**src/rtl/resize_pkg.sv**
```systemverilog
// Shared FSM encoding and FP16 constants for the 2x horizontal resize controller.
package resize_pkg;

   typedef enum logic [2:0] {
      IDLE,
      ROW_RD,
      ROW_LD,
      EVEN,
      ODD,
      DRAIN,
      DONE
   } state_t;

   localparam logic [15:0] FP16_ZERO      = 16'h0000;
   localparam logic [15:0] FP16_HALF      = 16'h3800;
   localparam int          DP_LAT_DEFAULT = 3;

endpackage

```
**src/rtl/resize_if.sv**
```systemverilog
// Source-read, datapath and destination-write bus of the resize controller.
interface resize_if #(
   parameter int DW = 16,
   parameter int AW = 16
);

   logic          rd_en;
   logic [AW-1:0] rd_addr;
   logic [DW-1:0] rd_data;

   logic          dp_enable;
   logic [DW-1:0] dp_data_in1;
   logic [DW-1:0] dp_data_in2;
   logic [DW-1:0] dp_scale;
   logic [DW-1:0] dp_data_out;

   logic          wr_en;
   logic [AW-1:0] wr_addr;
   logic [DW-1:0] wr_data;
   logic          wr_ready;

   modport master (
      output rd_en, rd_addr,
      output dp_enable, dp_data_in1, dp_data_in2, dp_scale,
      output wr_en, wr_addr, wr_data,
      input  rd_data, dp_data_out, wr_ready
   );

   modport slave (
      input  rd_en, rd_addr,
      input  dp_enable, dp_data_in1, dp_data_in2, dp_scale,
      input  wr_en, wr_addr, wr_data,
      output rd_data, dp_data_out, wr_ready
   );

endinterface

```
**src/rtl/resize_tag_pipe.sv**
```systemverilog
// Valid+address shift register tracking ops in flight through the external datapath.
module resize_tag_pipe #(
   parameter int AW    = 16,
   parameter int DEPTH = 3
) (
   input  logic          clk,
   input  logic          reset,
   input  logic          en,
   input  logic          push_valid,
   input  logic [AW-1:0] push_addr,
   output logic          head_valid,
   output logic [AW-1:0] head_addr,
   output logic          body_empty
);

   logic [DEPTH-1:0] valid_q;
   logic [AW-1:0]    addr_q [DEPTH];

   // NOTE: the address stages are reset too so wr_addr reads 0 out of reset;
   // this is a short shift register, not a RAM, so the reset costs nothing.
   always_ff @(posedge clk or posedge reset) begin
      if (reset) begin
         valid_q <= '0;
         for (int i = 0; i < DEPTH; i++) addr_q[i] <= '0;
      end else if (en) begin
         valid_q[0] <= push_valid;
         addr_q[0]  <= push_addr;
         for (int i = 1; i < DEPTH; i++) begin
            valid_q[i] <= valid_q[i-1];
            addr_q[i]  <= addr_q[i-1];
         end
      end
   end

   assign head_valid = valid_q[DEPTH-1];
   assign head_addr  = addr_q[DEPTH-1];

   // Empty behind the head: once the head retires, nothing is left in flight.
   always_comb begin
      body_empty = 1'b1;
      for (int i = 0; i < DEPTH - 1; i++) begin
         if (valid_q[i]) body_empty = 1'b0;
      end
   end

endmodule

```
**src/rtl/resize_ctrl.sv**
```systemverilog
// Horizontal 2x linear upsampler controller: streams source rows, drives the
// external lerp datapath and writes 2W x H results through a tag pipeline.
module resize_ctrl
   import resize_pkg::*;
#(
   parameter int DW     = 16,
   parameter int AW     = 16,
   parameter int DP_LAT = DP_LAT_DEFAULT
) (
   input  logic          clk,
   input  logic          reset,
   input  logic          start,
   input  logic [7:0]    cfg_width,
   input  logic [7:0]    cfg_height,
   input  logic [AW-1:0] cfg_base_in,
   input  logic [AW-1:0] cfg_base_out,
   output logic          busy,
   output logic          done,
   resize_if.master      bus
);

   state_t        state, state_nx;
   logic [7:0]    w_q, h_q, k_q, row_q;
   logic [AW-1:0] rd_ptr, wr_ptr;
   logic [DW-1:0] cur_q;
   logic          done_q;

   logic          head_valid, body_empty;
   logic [AW-1:0] head_addr;
   logic          stall, accept, last_col, last_row;
   logic          rd_req, issue;
   logic [DW-1:0] odd_in2, op_in1, op_in2, op_scale;

   assign stall    = head_valid & ~bus.wr_ready;
   assign busy     = (state != IDLE) | done_q;
   assign done     = done_q;
   assign accept   = (state == IDLE) & ~done_q & start;
   assign last_col = (k_q == w_q - 8'd1);
   assign last_row = (row_q == h_q - 8'd1);
   // At the row end the neighbour is the edge pixel itself; no read was issued for it.
   assign odd_in2  = last_col ? cur_q : bus.rd_data;

   // NOTE: flops use non-blocking assignments so every register samples the
   // pre-edge value of every other register regardless of process order.
   always_ff @(posedge clk or posedge reset) begin
      if (reset) state <= IDLE;
      else       state <= state_nx;
   end

   // NOTE: every output of this block gets a default first, so no path leaves
   // a signal unassigned and no latch is inferred.
   always_comb begin
      state_nx = state;
      rd_req   = 1'b0;
      issue    = 1'b0;
      op_in1   = '0;
      op_in2   = '0;
      op_scale = '0;
      unique case (state)
         IDLE: begin
            if (accept) begin
               state_nx = (cfg_width == 8'd0 || cfg_height == 8'd0) ? DONE : ROW_RD;
            end
         end
         ROW_RD: begin
            rd_req   = 1'b1;
            state_nx = ROW_LD;
         end
         ROW_LD: state_nx = EVEN;
         EVEN: begin
            issue    = 1'b1;
            op_in1   = cur_q;
            op_in2   = cur_q;
            op_scale = DW'(FP16_ZERO);
            rd_req   = ~last_col;
            state_nx = ODD;
         end
         ODD: begin
            issue    = 1'b1;
            op_in1   = cur_q;
            op_in2   = odd_in2;
            op_scale = DW'(FP16_HALF);
            if (!last_col)      state_nx = EVEN;
            else if (!last_row) state_nx = ROW_RD;
            else                state_nx = DRAIN;
         end
         DRAIN: begin
            if (body_empty) state_nx = DONE;
         end
         DONE:    state_nx = IDLE;
         default: state_nx = IDLE;
      endcase
      // A blocked write freezes the whole job, including the read port.
      if (stall) begin
         state_nx = state;
         rd_req   = 1'b0;
         issue    = 1'b0;
      end
   end

   always_ff @(posedge clk or posedge reset) begin
      if (reset) begin
         w_q    <= '0;
         h_q    <= '0;
         k_q    <= '0;
         row_q  <= '0;
         rd_ptr <= '0;
         wr_ptr <= '0;
         cur_q  <= '0;
         done_q <= 1'b0;
      end else begin
         done_q <= (state == DONE);
         if (accept) begin
            w_q    <= cfg_width;
            h_q    <= cfg_height;
            k_q    <= '0;
            row_q  <= '0;
            rd_ptr <= cfg_base_in;
            wr_ptr <= cfg_base_out;
         end else if (!stall) begin
            // Source and destination are both visited in raster order, so plain
            // incrementing pointers replace r*W+k and r*2W+j arithmetic.
            if (rd_req) rd_ptr <= rd_ptr + AW'(1);
            if (issue)  wr_ptr <= wr_ptr + AW'(1);
            if (state == ROW_LD) cur_q <= bus.rd_data;
            if (state == ODD) begin
               cur_q <= odd_in2;
               if (last_col) begin
                  k_q   <= '0;
                  row_q <= row_q + 8'd1;
               end else begin
                  k_q <= k_q + 8'd1;
               end
            end
         end
      end
   end

   resize_tag_pipe #(
      .AW    (AW),
      .DEPTH (DP_LAT)
   ) u_tag_pipe (
      .clk        (clk),
      .reset      (reset),
      .en         (bus.dp_enable),
      .push_valid (issue),
      .push_addr  (wr_ptr),
      .head_valid (head_valid),
      .head_addr  (head_addr),
      .body_empty (body_empty)
   );

   assign bus.rd_en       = rd_req;
   assign bus.rd_addr     = rd_ptr;
   assign bus.dp_enable   = busy & ~stall;
   assign bus.dp_data_in1 = op_in1;
   assign bus.dp_data_in2 = op_in2;
   assign bus.dp_scale    = op_scale;
   assign bus.wr_en       = head_valid & bus.wr_ready;
   assign bus.wr_addr     = head_addr;
   assign bus.wr_data     = head_valid ? bus.dp_data_out : '0;

endmodule

```
**src/flat_wrapper.sv**
```systemverilog
// flat-port wrapper written by rule: the top's interface ports become plain ports
module resize_ctrl_flat import resize_pkg::*;
#(
   parameter int DW     = 16,
   parameter int AW     = 16,
   parameter int DP_LAT = DP_LAT_DEFAULT
)
  (clk, reset, start, cfg_width, cfg_height, cfg_base_in, cfg_base_out, busy, done, bus_rd_en, bus_rd_addr, bus_dp_enable, bus_dp_data_in1, bus_dp_data_in2, bus_dp_scale, bus_wr_en, bus_wr_addr, bus_wr_data, bus_rd_data, bus_dp_data_out, bus_wr_ready);
  resize_if #(.DW(DW), .AW(AW)) bus_i ();
  input  logic clk;
  input  logic reset;
  input  logic start;
  input  logic [7:0] cfg_width;
  input  logic [7:0] cfg_height;
  input  logic [AW-1:0] cfg_base_in;
  input  logic [AW-1:0] cfg_base_out;
  output logic busy;
  output logic done;
  output wire logic [$bits(bus_i.rd_en)-1:0] bus_rd_en;
  output wire logic [$bits(bus_i.rd_addr)-1:0] bus_rd_addr;
  output wire logic [$bits(bus_i.dp_enable)-1:0] bus_dp_enable;
  output wire logic [$bits(bus_i.dp_data_in1)-1:0] bus_dp_data_in1;
  output wire logic [$bits(bus_i.dp_data_in2)-1:0] bus_dp_data_in2;
  output wire logic [$bits(bus_i.dp_scale)-1:0] bus_dp_scale;
  output wire logic [$bits(bus_i.wr_en)-1:0] bus_wr_en;
  output wire logic [$bits(bus_i.wr_addr)-1:0] bus_wr_addr;
  output wire logic [$bits(bus_i.wr_data)-1:0] bus_wr_data;
  input wire logic [$bits(bus_i.rd_data)-1:0] bus_rd_data;
  input wire logic [$bits(bus_i.dp_data_out)-1:0] bus_dp_data_out;
  input wire logic [$bits(bus_i.wr_ready)-1:0] bus_wr_ready;
  assign bus_rd_en = bus_i.rd_en;
  assign bus_rd_addr = bus_i.rd_addr;
  assign bus_dp_enable = bus_i.dp_enable;
  assign bus_dp_data_in1 = bus_i.dp_data_in1;
  assign bus_dp_data_in2 = bus_i.dp_data_in2;
  assign bus_dp_scale = bus_i.dp_scale;
  assign bus_wr_en = bus_i.wr_en;
  assign bus_wr_addr = bus_i.wr_addr;
  assign bus_wr_data = bus_i.wr_data;
  assign bus_i.rd_data = bus_rd_data;
  assign bus_i.dp_data_out = bus_dp_data_out;
  assign bus_i.wr_ready = bus_wr_ready;
  resize_ctrl #(.DW(DW), .AW(AW), .DP_LAT(DP_LAT)) u_core (.clk(clk), .reset(reset), .start(start), .cfg_width(cfg_width), .cfg_height(cfg_height), .cfg_base_in(cfg_base_in), .cfg_base_out(cfg_base_out), .busy(busy), .done(done), .bus(bus_i));
endmodule
```
**config.mk**
```make
export PLATFORM = sky130hd
export DESIGN_NAME = resize_ctrl_flat
export DESIGN_NICKNAME = d
export VERILOG_FILES = /design/src/rtl/resize_pkg.sv /design/src/rtl/resize_if.sv /design/src/rtl/resize_tag_pipe.sv /design/src/rtl/resize_ctrl.sv /design/src/flat_wrapper.sv
export SDC_FILE = /design/constraint.sdc
export NUM_CORES = 1
export LEC_CHECK = 0
export ABC_AREA = 0
export CORE_MARGIN = 10
export CORE_UTILIZATION = 40
export DETAILED_ROUTE_END_ITERATION = 8
export DONT_BUFFER_PORTS = 1
export GPL_TIMING_DRIVEN = 0
export SYNTH_ARGS = -nofsm -noshare
export SYNTH_HDL_FRONTEND = slang
export SYNTH_SLANG_ARGS = --single-unit
```
**constraint.sdc**
```tcl
create_clock -name clk -period 10.3 [get_ports clk]
set_input_delay 1.03 -clock clk [delete_from_list [all_inputs] [get_ports clk]]
set_output_delay 1.03 -clock clk [all_outputs]
set_load 0.03 [all_outputs]
```
==> summary.md, run 1 <==
| Metric | Value |
|---|---|
| Design Power | 3.07 mW |
| CORE AREA | 18,600 um^2 |
| RSZ-0062 raised after global routing | no |
| Synthesis warning total | 0 |
| Grt ovf | 0 |
| Leakage power | 3.62 nW |
| GP Congestion | 0.852 |
| Clock slew seen by the registers of the worst setup and hold paths | 0.07 ns |
| Post-synth top area cell | dfrtp_1 |
| Most common cell in the synthesized netlist | dfrtp_1 |
| Flop2flop setup slack | approximately 7.5 ns |
| Yosys top cell area share | roughly 45% |
| Setup violators final | 0 |
| Root buffer cell | clkbuf_16 |
| GRT Util Overall | 16.7% |
| Hold Path Class | in2async |
| CP required | approximately 9.3 ns |
| EDFF count, synth | 0 |
| Layout cells sized above 1 | between 10% and 20% |
| Hold_buf cts | 0 |
| Final hold vios | 0 |
| Top post-synthesis cells by count | dfrtp_1 (135), nand2_1 (92), nor2_1 (61) |
| DRT antenna net count | 0 |
| Iteration-0 DRC Markers | around 300 |
| Status | finished clean |
| Reg2reg path depth | 11 |
| Power share of the clock group | 20.3% |
| TNS Setup | 0 ns |
| I/O pins | 185 |
| Reg-to-reg startpoint | u_core.w_q[0] |
| CP Class | reg2out |
| Relative slew slack | a little over two fifths |
| PD cells | between 300 and 400 nW/um^2 |
| Crit path DAT | 3.41 ns |
| Die footprint | approximately 25,000 um^2 |
| Post-CTS Resized | 0 |
| Min Clock Period, post-route | 4.44 ns |
| Skew final | 0.00902 ns |
| Net switching power | between 1 and 1.5 mW |
| Post-CTS Setup Bufs | 0 |
| Combinational Power Share | about 45% |
| Fin crit share | 43.1% |
| Post-synthesis sequential area ratio | 45.0% |
| Initial antenna violation count | 0 |
| Chip width | 157 um |
| Syn_area_per_cell | 9.71 um^2 |
| Worst hold slack | 0.477 ns |
| Post-synth top flop | dfrtp_1 |
| DR vias/cell | 5.51 |
| # diodes | 0 |
| Max FO, Critical Path | 10 |
| Worst Setup SP | u_core.w_q[0] |
| CP Cell Sequence | inv_1 > ha_1 > buf_2 > o21ba_1 > a221oi_1 > a41oi_1 > nor4_4 > o21ai_2 > o22ai_2 > buf_2 > a22o_1 |
| Worst Setup End Kind | output port |
| Critical Path Max Stage Delay | between 0.4 and 0.5 ns |
| Cell Int Power | ~1.7 mW |
| Peak supply drop | 0.000138 V |
| Wire length per cell | around 20 um |
| CP max stage cell | dfrtp_1 |
| Routed WL | 20,600 um |
| Synth unique cells | 61 |
| Area contributors post-synth | dfrtp_1 (45%), mux2_2 (7.5%), nand2_1 (4.6%) |
| Seq pwr share | 34.3% |
| Max Cap Violations | 0 |
| # DRC | 0 |
| Clock latency on the worst-skew pair | roughly 0.42 ns |
| Crit path top cell by count | buf_2 |
| Post-Syn Area | around 7500 um^2 |
| CTS Sinks | 135 |
| H-tree depth | 4 |
| Cell count after synthesis | 773 |
| Chip Height | 157 um |
| Vias in the first global route | 5,787 |
| First-pass GRT wire length | ~33,000 um |
| Final Max Slew Viols | 0 |
| Yosys reg bits | approximately 140 |
| Crit start category | flip-flop |
| Sw frac | 45.5% |
| Starting Density | 40.4% |
| Number of cell rows | 50 |
| Vias | 5,795 |
| TritonCTS buffer count | 17 |
| Worst R2R End | u_core.cur_q[2] |
| Fmax | 0.225 GHz |
| Max clock buf depth | 2 |
| NumNets Final | 895 |
| FILL cells | 1,826 |
| CTS tree | yes |
| TritonRoute pass-1 iters | 5 |
| Area growth syn-to-layout | 12.9% |
| Slew @ Worst Pin | 0.873 ns |
| Detailed Place HPWL | 15,300 um |
| Ys async rst share | 100% |
| Buffers on Ports | 0 |
| Largest net degree at the start of global routing | 95 |
-- cells in the final DEF, fill, tap and decap left out, types with 7 or more instances in the layout --
| cell type | instances |
|---|---|
| xor2_1 | 19 |
| a21oi_1 | 29 |
| o21ai_1 | 21 |
| conb_1 | 13 |
| or4_1 | 9 |
| buf_4 | 33 |
| and3_1 | 8 |
| o221a_1 | 16 |
| nand3_1 | 24 |
| or3_1 | 10 |
| and2_1 | 38 |
| nor2_1 | 61 |
| o21ai_0 | 14 |
| inv_6 | 7 |
| inv_1 | 12 |
| nor4_1 | 7 |
| a22o_1 | 18 |
| clkbuf_16 | 17 |
| buf_2 | 11 |
| clkbuf_1 | 31 |
| mux2_2 | 50 |
| nand2_1 | 92 |
| dfrtp_1 | 135 |
| o22a_1 | 16 |
| a31oi_1 | 12 |
| nand4_1 | 8 |
| xnor2_1 | 21 |
-- worst max-delay path by stage --
stage	end	slack [ns]	depth (start not counted)
finish	bus_dp_data_in2[2]	5.86	11
global route	bus_dp_data_in2[4]	5.61	11
floorplan	u_core.bus.rd_addr[0]	5.66	1
global placement	u_core.bus.rd_addr[8]	3.97	1
CTS	bus_dp_data_in2[9]	5.83	11
detailed placement	bus_dp_data_in2[10]	6.31	11
-- cells by family (layout without fill, tap and decap cells) --
group | Yosys count | in the layout | synth area share (%)
mux | 53 | 53 | 7.90
buf+inv | 92 | 125 | 6.55
xor+xnor | 40 | 40 | 4.67
compound gates | 164 | 164 | 16.0
other cells | 1 | 13 | 0.0500
flops | 135 | 135 | 45.0
fa+ha+maj | 6 | 6 | 1.00
simple gates | 282 | 282 | 18.8
-- through the flow --
step / cells / cell area, um^2 / setup slack [ns] / util, %
after floorplan: 785 / 7550 / 5.66 / -
after global placement: 1019 / 7840 / 3.97 / 42.2
after detailed placement: 1020 / 7880 / 6.31 / 42.4
after CTS: 1052 / 8480 / 5.83 / 45.6
after global routing: 1052 / 8480 / 5.61 / 45.6
final: 1052 / 8480 / 5.86 / 45.6
-- area by class of cell --
cell class              count  area, um^2  share of cell area, %
multi-input cells         558        3680                   43.4
flip-flops and latches    135        3380                   39.9
plain buffers              79         443                   5.23
clock buffers              17         425                   5.02
well taps                 234         293                   3.45
clock inverters            15         174                   2.05
inverters                  13        53.8                  0.635
repair buffers              1        27.5                  0.325
-- critical path: cells and delay by family (launching register included) --
| kind | cells | cell delay (ns) |
|---|---|---|
| flops | 1 | 0.41 |
| compound gates | 6 | 1.49 |
| fa+ha+maj | 1 | 0.19 |
| buf+inv | 3 | 0.56 |
| simple gates | 1 | 0.34 |
-- state kept, by name (all words and copies together) (netlist names) --
| signal | count |
|---|---|
| u_core.w_q | 8 |
| u_core.row_q | 8 |
| u_core.u_tag_pipe.valid_q | 3 |
| u_core.u_tag_pipe.head_addr | 16 |
| u_core.k_q | 8 |
| u_core.cur_q | 16 |
| u_core.wr_ptr | 16 |
| u_core.done | 1 |
| u_core.state | 3 |
| u_core.bus.rd_addr | 16 |
| u_core.u_tag_pipe.addr_q | 32 |
| u_core.h_q | 8 |
-- metal layers --
| metal | global-route usage (%) | vias to the layer above | wire length, um |
|---|---|---|---|
| met1 | 22.8 | 2822 | 9310 |
| li1 | - | 2804 | - |
| met4 | 4.09 | 0 | 206 |
| met2 | 24.7 | 156 | 9390 |
| met5 | 0 | - | 0 |
| met3 | 5.90 | 13 | 1660 |
-- power by group through the flow --
stage	combinational [mW]	sequential (mW)	clock (mW)
after CTS	1.41	1.06	0.638
after global routing	1.55	1.09	0.662
after floorplan	1.18	0.986	0
final	1.39	1.05	0.624
after global placement	1.39	1.06	0
after detailed placement	1.41	1.06	0
Power figures use the tool's default switching activity.
==> run 2: changes to the inputs <==
==> constraint.sdc (replaced) <==
create_clock -name clk -period 3.62 [get_ports clk]
set_input_delay 0.362 -clock clk [delete_from_list [all_inputs] [get_ports clk]]
set_output_delay 0.362 -clock clk [all_outputs]
set_load 0.03 [all_outputs]
==> run 2 against run 1 <==
Effect of this change:
- via count rose by 1.3%
- worst setup slack got worse by 5.6 ns
- hold slack got worse by 0.43 ns
- clock power rose to 2.7 times the previous value
- core utilization rose by 0.97 points
- highest routed layer unchanged
- count of clock-buffer cells in the layout rose by 1
- global-route usage rose by 0.31 points
==> summary.md, run 2 (synthesized netlist as in run 1, its figures left out) <==
| Metric | Value |
|---|---|
| CP Class | reg2out (unchanged) |
| Hold Crit Depth | 2 |
| Starting Density | 40.4% (unchanged) |
| I/O pins | 185 (unchanged) |
| Crit start category | flip-flop (unchanged) |
| H-tree depth | 4 (unchanged) |
| Chip width | 157 um (unchanged) |
| Design Area, Final | 8660 um^2 (was 8480 um^2) |
| Vias in the first global route | 5,918 (was 5,787) |
| Area growth syn-to-layout | 15.3% (was 12.9%) |
| Number of cell rows | 50 (unchanged) |
| CTS tree | yes (unchanged) |
| CORE AREA | 18,600 um^2 (unchanged) |
| Routed WL | 20,800 um (was 20,600 um) |
| Grt ovf | 0 (unchanged) |
| Setup violators final | 0 (unchanged) |
| TNS Setup | 0 ns (unchanged) |
| Worst hold path startpoint | cfg_height[6] |
| Largest net degree at the start of global routing | 42 (was 95) |
| TritonCTS buffer count | 17 (unchanged) |
| Reg2reg path depth | 8 (was 11) |
| Relative slew slack | 44.0% (was 41.8%) |
| Max clock buf depth | 2 (unchanged) |
| NumNets Final | 903 (was 895) |
| Skew final | 0.00649 ns (was 0.00902 ns) |
| TritonRoute pass-1 iters | 5 (unchanged) |
| Initial antenna violation count | 0 (unchanged) |
| Most common cell after layout, fill and taps aside | dfrtp_1 (unchanged) |
| Reg-to-reg startpoint | u_core.state[2] (was u_core.w_q[0]) |
| Slew @ Worst Pin | 0.840 ns (was 0.873 ns) |
| DR vias/cell | 5.54 (was 5.51) |
| Vias | 5,869 (was 5,795) |
| Area after DPL | 7930 um^2 (was 7880 um^2) |
| CP required | 3.26 ns (was 9.27 ns) |
| Status | finished clean (unchanged) |
| Reg with most FFs | u_core.u_tag_pipe.addr_q (unchanged) |
| Final hold vios | 0 (unchanged) |
| CTS Sinks | 135 (unchanged) |
| Commonest non-fill, non-tap cells in the layout | dfrtp_1 (135), nand2_1 (92), nor2_1 (61) (unchanged) |
| Buffers on Ports | 0 (unchanged) |
| Max reg flops | 32 (unchanged) |
| # DRC | 0 (unchanged) |
| Min Clock Period, post-route | 3.39 ns |
| Final Max Slew Viols | 0 (unchanged) |
| Peak supply drop | 0.000437 V (was 0.000138 V) |
| First-pass GRT wire length | 33,400 um (was 32,800 um) |
| # diodes | 0 (unchanged) |
| Wire length per cell | 19.6 um (about the same) |
| Multi-input gate area | 3780 um^2 (was 3680 um^2) |
| FILL cells | 1,765 (was 1,826) |
| Worst Setup End Kind | output port (unchanged) |
| Leakage power | 3.71 nW (was 3.62 nW) |
| Hold Path Class | in2reg (was in2async) |
| Crit path DAT | 3.03 ns (was 3.41 ns) |
| Iteration-0 DRC Markers | 339 (was 298) |
| Max FO, Critical Path | 10 (unchanged) |
| Sequential cell area | 3380 um^2 (unchanged) |
| DRT antenna net count | 0 (unchanged) |
| Chip Height | 157 um (unchanged) |
| GRT Util Overall | 17.0% (was 16.7%) |
| Worst Setup SP | u_core.w_q[0] (unchanged) |
| Fmax | 0.295 GHz |
| PD cells | 1020 nW/um^2 (was 362 nW/um^2) |
| Clock latency on the worst-skew pair | 0.42 ns (about the same) |
| Max Cap Violations | 0 (unchanged) |
| Root buffer cell | clkbuf_16 (unchanged) |
| Fin crit share | between 90% and 100% |
| Layout cells sized above 1 | 19.4% (was 17.0%) |
| GP Congestion | 0.842 (was 0.852) |
| Die footprint | 24,600 um^2 (unchanged) |
| RSZ-0062 raised after global routing | no (unchanged) |
| Detailed Place HPWL | 15,500 um (was 15,300 um) |
| Clock slew seen by the registers of the worst setup and hold paths | 0.06 ns (was 0.07 ns) |
-- run 2: critical path: stages (launching register included) --
cell and delay (ns):
dfrtp_1 0.38, inv_1 0.07, ha_1 0.19, buf_2 0.16
o21ba_1 0.17, a221oi_1 0.27, a41oi_1 0.12, nor4_4 0.26
o21a_1 0.15, buf_4 0.17, nor2_2 0.11, buf_4 0.22
a22o_4 0.32
-- run 2: metal layers --
metal | share of wire (%) | vias up | GRT usage, %
met5 | 0 | - | 0
met4 | 1.1 | 0 | 4.31
met3 | 9.1 | 17 | 6.03
met2 | 45 | 186 | 25.5
met1 | 44 | 2849 | 22.9
li1 | - | 2817 | -
-- run 2: layout make-up --
type,instances,share of cell area (%)
inverters,13,0.607
clock buffers,18,5.07
well taps,234,3.38
multi-input cells,558,43.7
repair buffers,9,1.39
plain buffers,79,5.22
clock inverters,14,1.62
flip-flops and latches,135,39.0
-- run 2: path summary, 6_finish.rpt --
path | end | slack (ns)
max | bus_dp_data_in2[1] | 0.23
min | u_core.h_q[6] | 0.04
max reg2reg | u_core.bus.rd_addr[12] | 0.76
min reg2reg | u_core.u_tag_pipe.head_addr[12] | 0.50
max in group asynchronous | u_core.u_tag_pipe.addr_q[28] | 2.22
min in group asynchronous | u_core.cur_q[1] | 0.44
-- run 2: per-stage QoR --
step	instances	power (mW)	utilization (%)	hold slack, ns	setup WS, ns
detailed placement	1023	7.03	42.7	0.278	0.323
CTS	1056	8.78	45.9	0.0283	0.0345
floorplan	785	6.17	-	0.466	0.823
global placement	1019	6.95	42.2	0.469	0.342
global route	1060	9.46	46.6	0.0287	0.0000553
finish	1060	8.81	46.6	0.0428	0.229
-- run 2: where the power goes --
part           total, mW  internal, mW  switching (mW)  leakage, nW
Combinational       4.10          1.69            2.42         1.76
Clock               1.70         0.980           0.719        0.274
Sequential          3.00          2.18           0.822         1.67
-- run 2: repair_timing --
action,CTS,global route
resized for setup,11,19
setup buffers,0,4
hold endpoints to repair,18,0
pin swaps,0,2
hold buffers,1,0
endpoints found under the setup margin,10,16
